### src/rtl/rgb_pkg.sv
// Shared definitions for the RGB fade/PWM stage: channel indices and the
// per-channel fade FSM state encoding.
package rgb_pkg;

  localparam int unsigned CH_R = 2;
  localparam int unsigned CH_G = 1;
  localparam int unsigned CH_B = 0;

  typedef enum logic [1:0] {
    OFF       = 2'd0,
    RAMP_UP   = 2'd1,
    ON        = 2'd2,
    RAMP_DOWN = 2'd3
  } fade_state_e;

endpackage

### src/rtl/rgb_fade_channel.sv
// One LED channel: fade FSM, brightness level register and registered PWM
// comparator. The level moves one step per tick toward the commanded state.
module rgb_fade_channel
  import rgb_pkg::*;
#(
  parameter int unsigned PWM_BITS = 8
) (
  input  logic                Clock,
  input  logic                Reset_n,
  input  logic                tick,
  input  logic [PWM_BITS-1:0] pwm_cnt,
  input  logic                on_req,
  output logic                pwm,
  output logic                settled
);

  localparam logic [PWM_BITS-1:0] MAX = '1;
  localparam logic [PWM_BITS-1:0] ONE = PWM_BITS'(1);

  fade_state_e         state_q, state_d;
  logic [PWM_BITS-1:0] level_q, level_d;
  logic                pwm_q, pwm_d;

  always_ff @(posedge Clock) begin
    if (!Reset_n) begin
      state_q <= OFF;
      level_q <= '0;
      pwm_q   <= 1'b0;
    end else begin
      state_q <= state_d;
      level_q <= level_d;
      pwm_q   <= pwm_d;
    end
  end

  // A drop of on_req wins over reaching full scale in the same cycle.
  always_comb begin
    state_d = state_q;
    unique case (state_q)
      OFF:       if (on_req) state_d = RAMP_UP;
      ON:        if (!on_req) state_d = RAMP_DOWN;
      RAMP_UP: begin
        if (!on_req)             state_d = RAMP_DOWN;
        else if (level_q == MAX) state_d = ON;
      end
      RAMP_DOWN: begin
        if (on_req)              state_d = RAMP_UP;
        else if (level_q == '0)  state_d = OFF;
      end
      default:                   state_d = OFF;
    endcase
  end

  // Step direction comes from the pre-edge state, so a reversal coinciding
  // with a tick still applies the old direction for that one step.
  always_comb begin
    level_d = level_q;
    if (tick) begin
      if (state_q == RAMP_UP && level_q != MAX)
        level_d = level_q + ONE;
      else if (state_q == RAMP_DOWN && level_q != '0)
        level_d = level_q - ONE;
    end
    pwm_d = (level_q == MAX) | (pwm_cnt < level_q);
  end

  always_comb begin
    settled = (state_q == OFF) | (state_q == ON);
    pwm     = pwm_q;
  end

endmodule

### src/rtl/rgb_fade_pwm.sv
// RGB LED driver: registers the on/off code, runs the shared fade prescaler
// and PWM counter, and feeds three fading PWM channels.
module rgb_fade_pwm
  import rgb_pkg::*;
#(
  parameter int unsigned PWM_BITS = 8,
  parameter int unsigned STEP_DIV = 4
) (
  input  logic       Clock,
  input  logic       Reset_n,
  input  logic [2:0] Light,
  output logic [2:0] Pwm,
  output logic [2:0] Settled
);

  localparam logic [15:0]         PRESC_LAST = 16'(STEP_DIV - 1);
  localparam logic [PWM_BITS-1:0] CNT_ONE    = PWM_BITS'(1);

  logic [2:0]          light_q;
  logic [15:0]         presc_q, presc_d;
  logic [PWM_BITS-1:0] pwm_cnt_q, pwm_cnt_d;
  logic                tick;

  always_comb begin
    tick      = (presc_q == PRESC_LAST);
    presc_d   = tick ? '0 : presc_q + 16'd1;
    pwm_cnt_d = pwm_cnt_q + CNT_ONE;
  end

  always_ff @(posedge Clock) begin
    if (!Reset_n) begin
      light_q   <= '0;
      presc_q   <= '0;
      pwm_cnt_q <= '0;
    end else begin
      light_q   <= Light;
      presc_q   <= presc_d;
      pwm_cnt_q <= pwm_cnt_d;
    end
  end

  rgb_fade_channel #(.PWM_BITS(PWM_BITS)) u_ch_r (
    .Clock   (Clock),
    .Reset_n (Reset_n),
    .tick    (tick),
    .pwm_cnt (pwm_cnt_q),
    .on_req  (light_q[CH_R]),
    .pwm     (Pwm[CH_R]),
    .settled (Settled[CH_R])
  );

  rgb_fade_channel #(.PWM_BITS(PWM_BITS)) u_ch_g (
    .Clock   (Clock),
    .Reset_n (Reset_n),
    .tick    (tick),
    .pwm_cnt (pwm_cnt_q),
    .on_req  (light_q[CH_G]),
    .pwm     (Pwm[CH_G]),
    .settled (Settled[CH_G])
  );

  rgb_fade_channel #(.PWM_BITS(PWM_BITS)) u_ch_b (
    .Clock   (Clock),
    .Reset_n (Reset_n),
    .tick    (tick),
    .pwm_cnt (pwm_cnt_q),
    .on_req  (light_q[CH_B]),
    .pwm     (Pwm[CH_B]),
    .settled (Settled[CH_B])
  );

endmodule

### config.mk
export PLATFORM = sky130hd
export DESIGN_NAME = rgb_fade_pwm
export DESIGN_NICKNAME = d
export VERILOG_FILES = /design/src/rtl/rgb_pkg.sv /design/src/rtl/rgb_fade_channel.sv /design/src/rtl/rgb_fade_pwm.sv
export SDC_FILE = /design/constraint.sdc
export NUM_CORES = 1
export LEC_CHECK = 0
export CAP_MARGIN = 40
export CORE_MARGIN = 3
export CORE_UTILIZATION = 39
export DETAILED_ROUTE_END_ITERATION = 6
export GPL_TIMING_DRIVEN = 0
export SLEW_MARGIN = 20
export SYNTH_ARGS = -nofsm -noshare
export SYNTH_HDL_FRONTEND = slang
export SYNTH_SLANG_ARGS = --single-unit
### constraint.sdc
create_clock -name Clock -period 7 [get_ports Clock]
set_clock_uncertainty 0.1 [all_clocks]
set_input_delay 1.75 -clock Clock [delete_from_list [all_inputs] [get_ports Clock]]
set_output_delay 1.75 -clock Clock [all_outputs]
set_load 0.005 [all_outputs]
==> summary.txt, run 1 <==
Status
  – Outcome: finished clean

Layout
  – Fill cells: between 900 and 1000
  – Post-layout nets: 533
  – Antenna fix cells: 0
  – Area delta synth->final: 10.7%
  – Fin area: around 4500 um^2
  – Layout cell share with drive strength beyond 1: a little under a tenth

Route
  – Vias: just over 3000
  – Routed len/inst: between 10 and 15 um
  – Vias per cell: ~5.1
  – Drt drc: 0
  – DR iter-0 viols: 90
  – First drt pass iteration count: 4
  – Routed wire length: about 8 mm
  – Antenna viol nets, final: 0

Critical path
  – Crit Path Category: reg2out
  – Required @ worst endpoint: slightly above 5 ns
  – Crit path max fanout: 5
  – Critical Path, Cell by Cell: inv_1 > ha_1 > or2_2 > buf_4 > clkdlybuf4s50_1
  – Critical path's slowest cell: clkdlybuf4s50_1
  – CP max stage delay: 0.43 ns
  – Startpoint class of the critical path: register
  – Worst Path Arrival: 1.98 ns
  – Reg2reg setup slack: 3.78 ns
  – CP endpoint kind: primary output

Global routing
  – GRT Total Usage: approximately 16%
  – Initial antenna violation count: 0
  – Largest net degree at the start of global routing: 13
  – First-pass GRT wire length: between 10 and 15 mm
  – Grt total ovfl: 0
  – Vias in the first global route: roughly 3100

Floorplanning
  – Die Area: between 10000 and 15000 um^2
  – Io pins: 11
  – Starting Density: ~41%
  – Die H: ~110 um
  – Die extent in x: about 110 um
  – Row count: 36
  – Core Footprint: between 9000 and 10000 um^2

Power
  – VDD IR max: between 0.00008 and 0.00009 V
  – Clock Power Share: 26.4%
  – Net Sw Frac: roughly a third
  – Combinational share of power: around 37%
  – Power per Cell Area: ~240 nW/um^2
  – Flop pwr share: between 30% and 40%
  – LEAKAGE: roughly 1.8 nW
  – Switching power: roughly 0.36 mW
  – P_int: 0.704 mW

STA
  – Final Hold Fails: 0
  – Setup TNS: 0 ns
  – Max-slew violations: 0
  – Setup violations, final: 0
  – Tcrit/Tclk final: a little over half
  – Max Fclk: approximately 260 MHz
  – Slew headroom: between 50% and 60%
  – Worst slew pin tran: about 0.65 ns
  – RSZ-0062 raised after global routing: no
  – Final worst path period need: about 3.8 ns

Place
  – DP HPWL: around 6 mm
  – Port bufs: 10
  – GPL Wtd Cong: slightly above 0.8
  – Placed inst area: roughly 4300 um^2

Synthesis
  – Cell Area, Synth: between 4000 and 5000 um^2
  – #FFs+latches synth: 60
  – Syn nets: a little over 500
  – Sequential share of the synthesized area: between 20% and 30%
  – Netlist cell types: 48
  – Gate Count Post-Synth: 450
  – Ys Warns: 0
  – Mean Syn Cell Area: between 9 and 10 um^2

CTS
  – CTS Sinks: 60
  – Cts repair resizes: 0
  – CTS H-tree lvls: 3
  – Worst-Skew Late Latency: approximately 0.34 ns
  – Num CTS Buffers: 9
  – CTS clk-pin slew, worst paths: about 0.070 ns
  – Number of hold buffers added after cts: 0
  – CTS tree: built
  – Post-CTS setup buffers: 0
  – Clock root buffer: clkbuf_8
  – Clock tree buffer depth: 2

Min path
  – Hold Path Class: reg2reg

Job
  – Max-cap viol count: 0
## synth_stat cells, drive strengths merged
cell type   n  area (um^2)
nor2b       3         18.8
nor4        4         55.1
buf         8         52.6
nand2b      3         18.8
mux2i      19          190
a311oi      1         8.76
o41ai       2         25.0
a31oi       2         12.5
o2111ai     1         8.76
a211oi      7         52.6
a21o       13         97.6
a32oi       2         32.5
inv        40          150
nor2       61          229
xnor2      22          193
nor4b       1         23.8
and2        4         25.0
nor3b       1         7.51
o21ai      12          101
or4         2         22.5
o211ai      4         30.0
xor2       16          140
or3         5         31.3
a21boi      1         7.51
dfxtp      60         1200
and3        6         37.5
ha         54          676
mux2        4         45.0
or2         3         18.8
nand4      14          109
nand3      17         85.1
nand3b      1         7.51
nand2      13         48.8
nor3        6         30.0
o21a        1         7.51
a21oi      24          154
o31ai       6         45.0
or2b        1         7.51
fa          3         60.1
clkbuf      3         11.3
## placed cells by master (no fill, tap or decap), drive strengths merged, types with 12 or more instances in the layout
cell type	n
nand2	13
clkbuf	16
nor2	61
nand3	17
mux2i	19
xnor2	22
nand4	14
xor2	16
a21oi	24
a21o	13
o21ai	12
inv	40
dfxtp	60
ha	54
## stage by stage
step	total power, mW	utilization, %	hold slack (ns)	worst slack, ns	instances
after floorplan	0.698	-	0.330	4.09	450
after global placement	0.777	43.6	0.349	2.88	593
after detailed placement	0.791	43.6	0.361	2.84	593
after CTS	1.08	45.3	0.371	3.15	608
after global routing	1.14	45.3	0.395	3.08	608
final	1.06	45.3	0.371	3.17	608
## power groups by stage
stage               Sequential (mW)  Combinational, mW  Clock [mW]
floorplan                     0.393              0.305           0
global placement              0.400              0.377           0
detailed placement            0.401              0.390           0
CTS                           0.394              0.392       0.292
global route                  0.398              0.442       0.304
finish                        0.394              0.388       0.280
## flip-flops by register name, indices dropped and copies added (netlist names)
name            count
presc_q            16
light_q             3
u_ch_b.level_q      8
u_ch_g.pwm          1
u_ch_b.pwm          1
u_ch_b.state_q      2
u_ch_g.state_q      2
u_ch_r.state_q      2
u_ch_r.pwm          1
u_ch_g.level_q      8
u_ch_r.level_q      8
pwm_cnt_q           8
## per-layer routing
metal,GRT usage (%),vias up,wire length [um]
met5,0,-,0
met4,8.30,0,245
met3,3.58,20,215
met2,25.1,33,3830
met1,19.2,1424,3880
li1,-,1614,-
## critical path: cells and delay by family, from the launching register on
family | cells | cell delay [ns]
adder cells (fa/ha/maj) | 1 | 0.25
buffers and inverters | 3 | 0.66
flip-flops | 1 | 0.40
AND/OR/NAND/NOR | 1 | 0.32
## area by class of cell
cell class | instances | area, um^2 | share of cell area, %
multi-input combinational | 339 | 2660 | 59.0
sequential | 60 | 1200 | 26.6
inverter | 40 | 150 | 3.33
timing repair buffer | 10 | 100 | 2.22
clock buffer | 13 | 159 | 3.52
buffer | 11 | 63.8 | 1.41
clock inverter | 2 | 10.0 | 0.222
tap | 133 | 166 | 3.69
## final timing paths
path | from | endpoint | cells past startpoint
worst max-delay path | u_ch_g.state_q[0] | Settled[1] | 5
worst min-delay path | presc_q[0] | presc_q[0] | 1
worst max register to register | u_ch_r.level_q[2] | u_ch_r.level_q[7] | 9
worst min register to register | presc_q[0] | presc_q[0] | 1
## logic make-up after synthesis
group,synth area share (%)
xor gates and xnor gates,8.16
adders and majority gates,18.0
AOI/OAI and AO/OA,14.3
buffers and inverters,5.25
DFF,29.5
muxes,5.77
and+or+nand+nor,19.0
No activity file was read; power rests on OpenSTA's default activity.
==> inputs of run 2 (changes only) <==
==> constraint.sdc (replaced) <==
create_clock -name Clock -period 3.4 [get_ports Clock]
set_clock_uncertainty 0.1 [all_clocks]
set_input_delay 0.85 -clock Clock [delete_from_list [all_inputs] [get_ports Clock]]
set_output_delay 0.85 -clock Clock [all_outputs]
set_load 0.005 [all_outputs]
==> summary.txt, run 2 (synthesis results as in run 1) <==
Critical path
  – CP endpoint kind: register
  – Worst path top cell family by delay: compound AO/OA/AOI/OAI gates
  – CP max stage delay: 0.42 ns
  – Worst Path Arrival: approximately 3.3 ns
  – Reg2reg setup slack: roughly 0.3 ns
  – CP dominant cell by count: a21oi_1
  – Startpoint class of the critical path: register
  – WP buf/inv: 0
  – Required @ worst endpoint: between 3 and 4 ns
  – Crit path max fanout: 12
  – Worst setup path start: u_ch_r.level_q[5]
  – Critical path's slowest cell: o21ai_4
  – Critical Path, Cell by Cell: nand4_1 > o21ai_4 > ha_1 > a211oi_1 > a21oi_1 > o41ai_1 > mux2_2 > or3_1 > a21oi_1
  – Crit Path Category: reg2reg
  – Reg-to-Reg Start: u_ch_r.level_q[5]

Floorplanning
  – Die Area: 11700 um^2
  – Die H: between 100 and 150 um
  – Starting Density: approximately two fifths
  – Io pins: 11
  – Row count: 36
  – Die extent in x: between 100 and 150 um
  – Core Footprint: 9950 um^2

CTS
  – Clock tree buffer depth: 2
  – CTS clk-pin slew, worst paths: 0.07 ns
  – CTS tree: built
  – CTS H-tree lvls: 3
  – CTS Sinks: 60
  – Worst-Skew Late Latency: 0.34 ns
  – Num CTS Buffers: 9
  – Post-CTS setup buffers: 0
  – Clock root buffer: clkbuf_8

STA
  – Max-slew violations: 0
  – Setup violations, final: 0
  – Final Hold Fails: 0
  – Slew headroom: 56.4%
  – Worst slew pin tran: ~0.65 ns
  – Setup TNS: 0 ns
  – Max Fclk: around 320 MHz
  – Tcrit/Tclk final: 91.0%
  – RSZ-0062 raised after global routing: no
  – Final worst path period need: 3.09 ns
  – Final worst-path setup slack: roughly 0.31 ns

Layout
  – Biggest register: presc_q
  – Layout cell share with drive strength beyond 1: under 10%
  – Fill cells: roughly 1000
  – Final std cells w/o fill: a little over 600
  – Antenna fix cells: 0
  – Post-layout nets: 533
  – Area delta synth->final: 10.9%
  – Commonest non-fill, non-tap cell in the layout: nor2_1
  – Fin area: 4520 um^2
  – Most frequent cells in the layout: nor2_1, dfxtp_1, ha_1
  – Max reg flops: 16

Global routing
  – Grt total ovfl: 0
  – GRT Total Usage: around 16%
  – Vias in the first global route: approximately 3100
  – Initial antenna violation count: 0
  – First-pass GRT wire length: between 10 and 15 mm
  – Largest net degree at the start of global routing: 13

Job
  – Max-cap viol count: 0

Route
  – Drt drc: 0
  – Vias: roughly 3100
  – Vias per cell: approximately 5
  – First drt pass iteration count: 4
  – Routed len/inst: roughly 13 um
  – DR iter-0 viols: 90
  – Routed wire length: between 8 and 9 mm
  – Antenna viol nets, final: 0

Power
  – Power per Cell Area: between 400 and 500 nW/um^2
  – LEAKAGE: approximately 1.8 nW
  – Tot Pwr: between 2 and 2.5 mW
  – VDD IR max: ~0.00018 V

Place
  – Port bufs: 10
  – Post-Place Setup Slack: approximately 0.14 ns
  – GPL Wtd Cong: 0.807
  – DP HPWL: 5.99 mm
  – Placed inst area: ~4300 um^2
  – Cell count after placement: between 500 and 600

Status
  – Outcome: finished clean

Min path
  – Hold_sp: presc_q[0]
  – Hold Path Class: reg2reg
## run 2: area by class of cell
type | instances | area [um^2] | area share (%)
clock buffers | 13 | 159 | 3.52
plain buffers | 11 | 63.8 | 1.41
multi-input cells | 339 | 2670 | 59.1
well taps | 133 | 166 | 3.68
clock inverters | 2 | 10.0 | 0.221
repair buffers | 10 | 100 | 2.21
inverters | 40 | 150 | 3.32
flip-flops and latches | 60 | 1200 | 26.6
## run 2: final timing paths
| path | end | cells past startpoint |
|---|---|---|
| setup reg to reg | u_ch_r.level_q[7] | 9 |
| setup / recovery | u_ch_r.level_q[7] | 9 |
| hold / removal | presc_q[0] | 1 |
| hold reg to reg | presc_q[0] | 1 |
## run 2: layer usage
metal / GRT usage (%) / share of wire, %
met1: 19.2 / 48
met4: 8.30 / 3.0
met3: 3.58 / 2.6
met2: 25.1 / 47
met5: 0 / 0
## run 2: what timing repair did
action / 4_1_cts / 5_1_grt
hold buffers: 0 / 0
endpoints found under the hold margin: 0 / 0
setup endpoints to repair: 0 / 1
resized for setup: 0 / 1
## run 2: metrics by stage
| step | hold WS [ns] | utilization [%] |
|---|---|---|
| 2_1_floorplan | 0.330 | - |
| 3_3_place_gp | 0.349 | 43.6 |
| 3_5_place_dp | 0.361 | 43.6 |
| 4_1_cts | 0.371 | 45.3 |
| 5_1_grt | 0.395 | 45.4 |
| 6_report | 0.371 | 45.4 |
## run 2: where the power goes
group	internal, mW	switching, mW	leakage [nW]
Combinational	0.401	0.400	1.22
Clock	0.298	0.278	0.0893
Sequential	0.752	0.0587	0.487
Total	1.45	0.737	1.80
==> inputs of run 3 (changes only) <==
--- a/config.mk
+++ b/config.mk
@@ -7,9 +7,10 @@
 export LEC_CHECK = 0
 export CAP_MARGIN = 40
 export CORE_MARGIN = 3
-export CORE_UTILIZATION = 39
+export CORE_UTILIZATION = 53
 export DETAILED_ROUTE_END_ITERATION = 6
 export GPL_TIMING_DRIVEN = 0
+export PLACE_DENSITY = 0.73
 export SLEW_MARGIN = 20
 export SYNTH_ARGS = -nofsm -noshare
 export SYNTH_HDL_FRONTEND = slang
==> constraint.sdc (replaced) <==
create_clock -name Clock -period 2.55 [get_ports Clock]
set_clock_uncertainty 0.1 [all_clocks]
set_input_delay 0.6375 -clock Clock [delete_from_list [all_inputs] [get_ports Clock]]
set_output_delay 0.6375 -clock Clock [all_outputs]
set_load 0.005 [all_outputs]
==> summary.txt, run 3 (synthesis results as in run 1) <==
Layout
  – Area delta synth->final: 27.6%
  – Max reg flops: 16
  – Antenna fix cells: 0
  – Commonest non-fill, non-tap cell in the layout: nor2_1
  – Fin util: between 70% and 80%
  – Final std cells w/o fill: roughly 630
  – Layout cell share with drive strength beyond 1: between 30% and 40%
  – Most frequent cells in the layout: nor2_1, buf_4, inv_1, ha_1, dfxtp_1
  – Biggest register: presc_q
  – Post-layout nets: a little under 600

Power
  – LEAKAGE: roughly 2.1 nW
  – Net Sw Frac: between 30 and 40%
  – Flop pwr share: 31.5%
  – Switching power: 1.14 mW
  – VDD IR max: roughly 0.00053 V
  – Combinational share of power: 43.6%
  – Clock Power Share: roughly 25%
  – P_int: ~2.2 mW
  – Power per Cell Area: 649 nW/um^2

Route
  – First drt pass iteration count: 4
  – Vias per cell: 5.35
  – Vias: 3343
  – DR iter-0 viols: approximately 120
  – Routed len/inst: around 15 um
  – Routed wire length: around 9 mm
  – Antenna viol nets, final: 0
  – Drt drc: 0

Place
  – Post-Place Setup Slack: -0.450 ns
  – GPL Wtd Cong: 0.779
  – Cell count after placement: between 500 and 600
  – Port bufs: 10
  – DP HPWL: ~6 mm

Global routing
  – First-pass GRT wire length: between 15 and 20 mm
  – Initial antenna violation count: 0
  – Largest net degree at the start of global routing: 12
  – GRT Total Usage: between 20% and 30%
  – Grt total ovfl: 0
  – Vias in the first global route: about 3300

Critical path
  – CP endpoint kind: register
  – Startpoint class of the critical path: register
  – Crit Path Category: reg2reg
  – Crit path max fanout: 5
  – Required @ worst endpoint: roughly 2.7 ns
  – Worst Path Arrival: 2.87 ns

CTS
  – Num CTS Buffers: 9
  – Clock tree buffer depth: 2
  – Number of hold buffers added after cts: 0
  – CTS H-tree lvls: 3
  – Clock root buffer: clkbuf_8
  – CTS clk-pin slew, worst paths: 0.07 ns
  – Worst-Skew Late Latency: roughly 0.34 ns
  – CTS Sinks: 60
  – CTS tree: built

Floorplanning
  – Core Footprint: between 7000 and 8000 um^2
  – Io pins: 11
  – Die extent in x: between 90 and 100 um
  – Starting Density: between 50% and 60%
  – Row count: 31
  – Die Area: approximately 9000 um^2
  – Die H: roughly 94 um

STA
  – Final worst-path setup slack: -0.163 ns
  – Final Hold Fails: 0
  – RSZ-0062 raised after global routing: yes
  – Worst slew pin tran: 0.566 ns
  – Tcrit/Tclk final: 106%
  – Max-slew violations: 0
  – Max Fclk: between 300 and 400 MHz
  – Slew headroom: 62.3%
  – Final worst path period need: ~2.7 ns
  – Setup TNS: -0.259 ns
  – Setup violations, final: 2

Min path
  – Hold Path Class: reg2reg

Status
  – Violated checks: negative setup slack
  – Outcome: finished with violations

Job
  – Max-cap viol count: 0
==> run 3: final timing paths <==
path                           from           endpoint  slack (ns)  cells after the start
setup / recovery  u_ch_r.level_q[1]  u_ch_r.level_q[7]       -0.16                     10
hold / removal           presc_q[0]         presc_q[0]        0.37                      1
setup reg to reg  u_ch_r.level_q[1]  u_ch_r.level_q[7]       -0.16                     10
hold reg to reg          presc_q[0]         presc_q[0]        0.37                      1
==> run 3: timing repair <==
item                       4_1_cts  5_1_grt
gates resized for setup         34       45
setup buffers                   28       22
pin swaps                       13       19
setup endpoints to repair        8       17
==> run 3: worst max-delay path, cell delays in order, from the launching register on <==
cell and delay, ns:
dfxtp_4 0.40, nand4_4 0.12, o21ai_4 0.27, buf_4 0.16, ha_1 0.26, o21ai_2 0.08, a21oi_2 0.06, o41ai_2 0.32
mux2_2 0.39, or3_4 0.34, a21oi_2 0.13
==> run 3: power by group through the flow <==
stage	Combinational (mW)	Clock (mW)	Sequential, mW
after global routing	1.62	0.908	1.07
after detailed placement	1.08	0	1.10
final	1.47	0.840	1.07
after global placement	1.03	0	1.10
after floorplan	0.852	0	1.08
after CTS	1.31	0.856	1.07
==> run 3: stage by stage <==
stage	hold WS, ns	area [um^2]	power (mW)
2_1_floorplan	0.330	4120	1.93
3_3_place_gp	0.345	4350	2.13
3_5_place_dp	0.354	4350	2.18
4_1_cts	0.370	4840	3.24
5_1_grt	0.392	5200	3.61
6_report	0.365	5200	3.38
==> run 3: area by class of cell <==
cell class	count	area (um^2)
multi-input combinational	339	2910
inverter	40	150
clock buffer	9	124
buffer	11	65.1
tap	99	124
timing repair buffer	60	490
fill	552	2170
sequential	60	1280
clock inverter	7	67.6
==> run 3: metal layers <==
| metal | vias to the layer above | wire length, um | global-route usage, % |
|---|---|---|---|
| met5 | - | 0 | 0 |
| met4 | 0 | 138 | 6.14 |
| met3 | 15 | 272 | 5.29 |
| met2 | 45 | 4570 | 37.0 |
| met1 | 1575 | 4230 | 26.6 |
| li1 | 1708 | - | - |
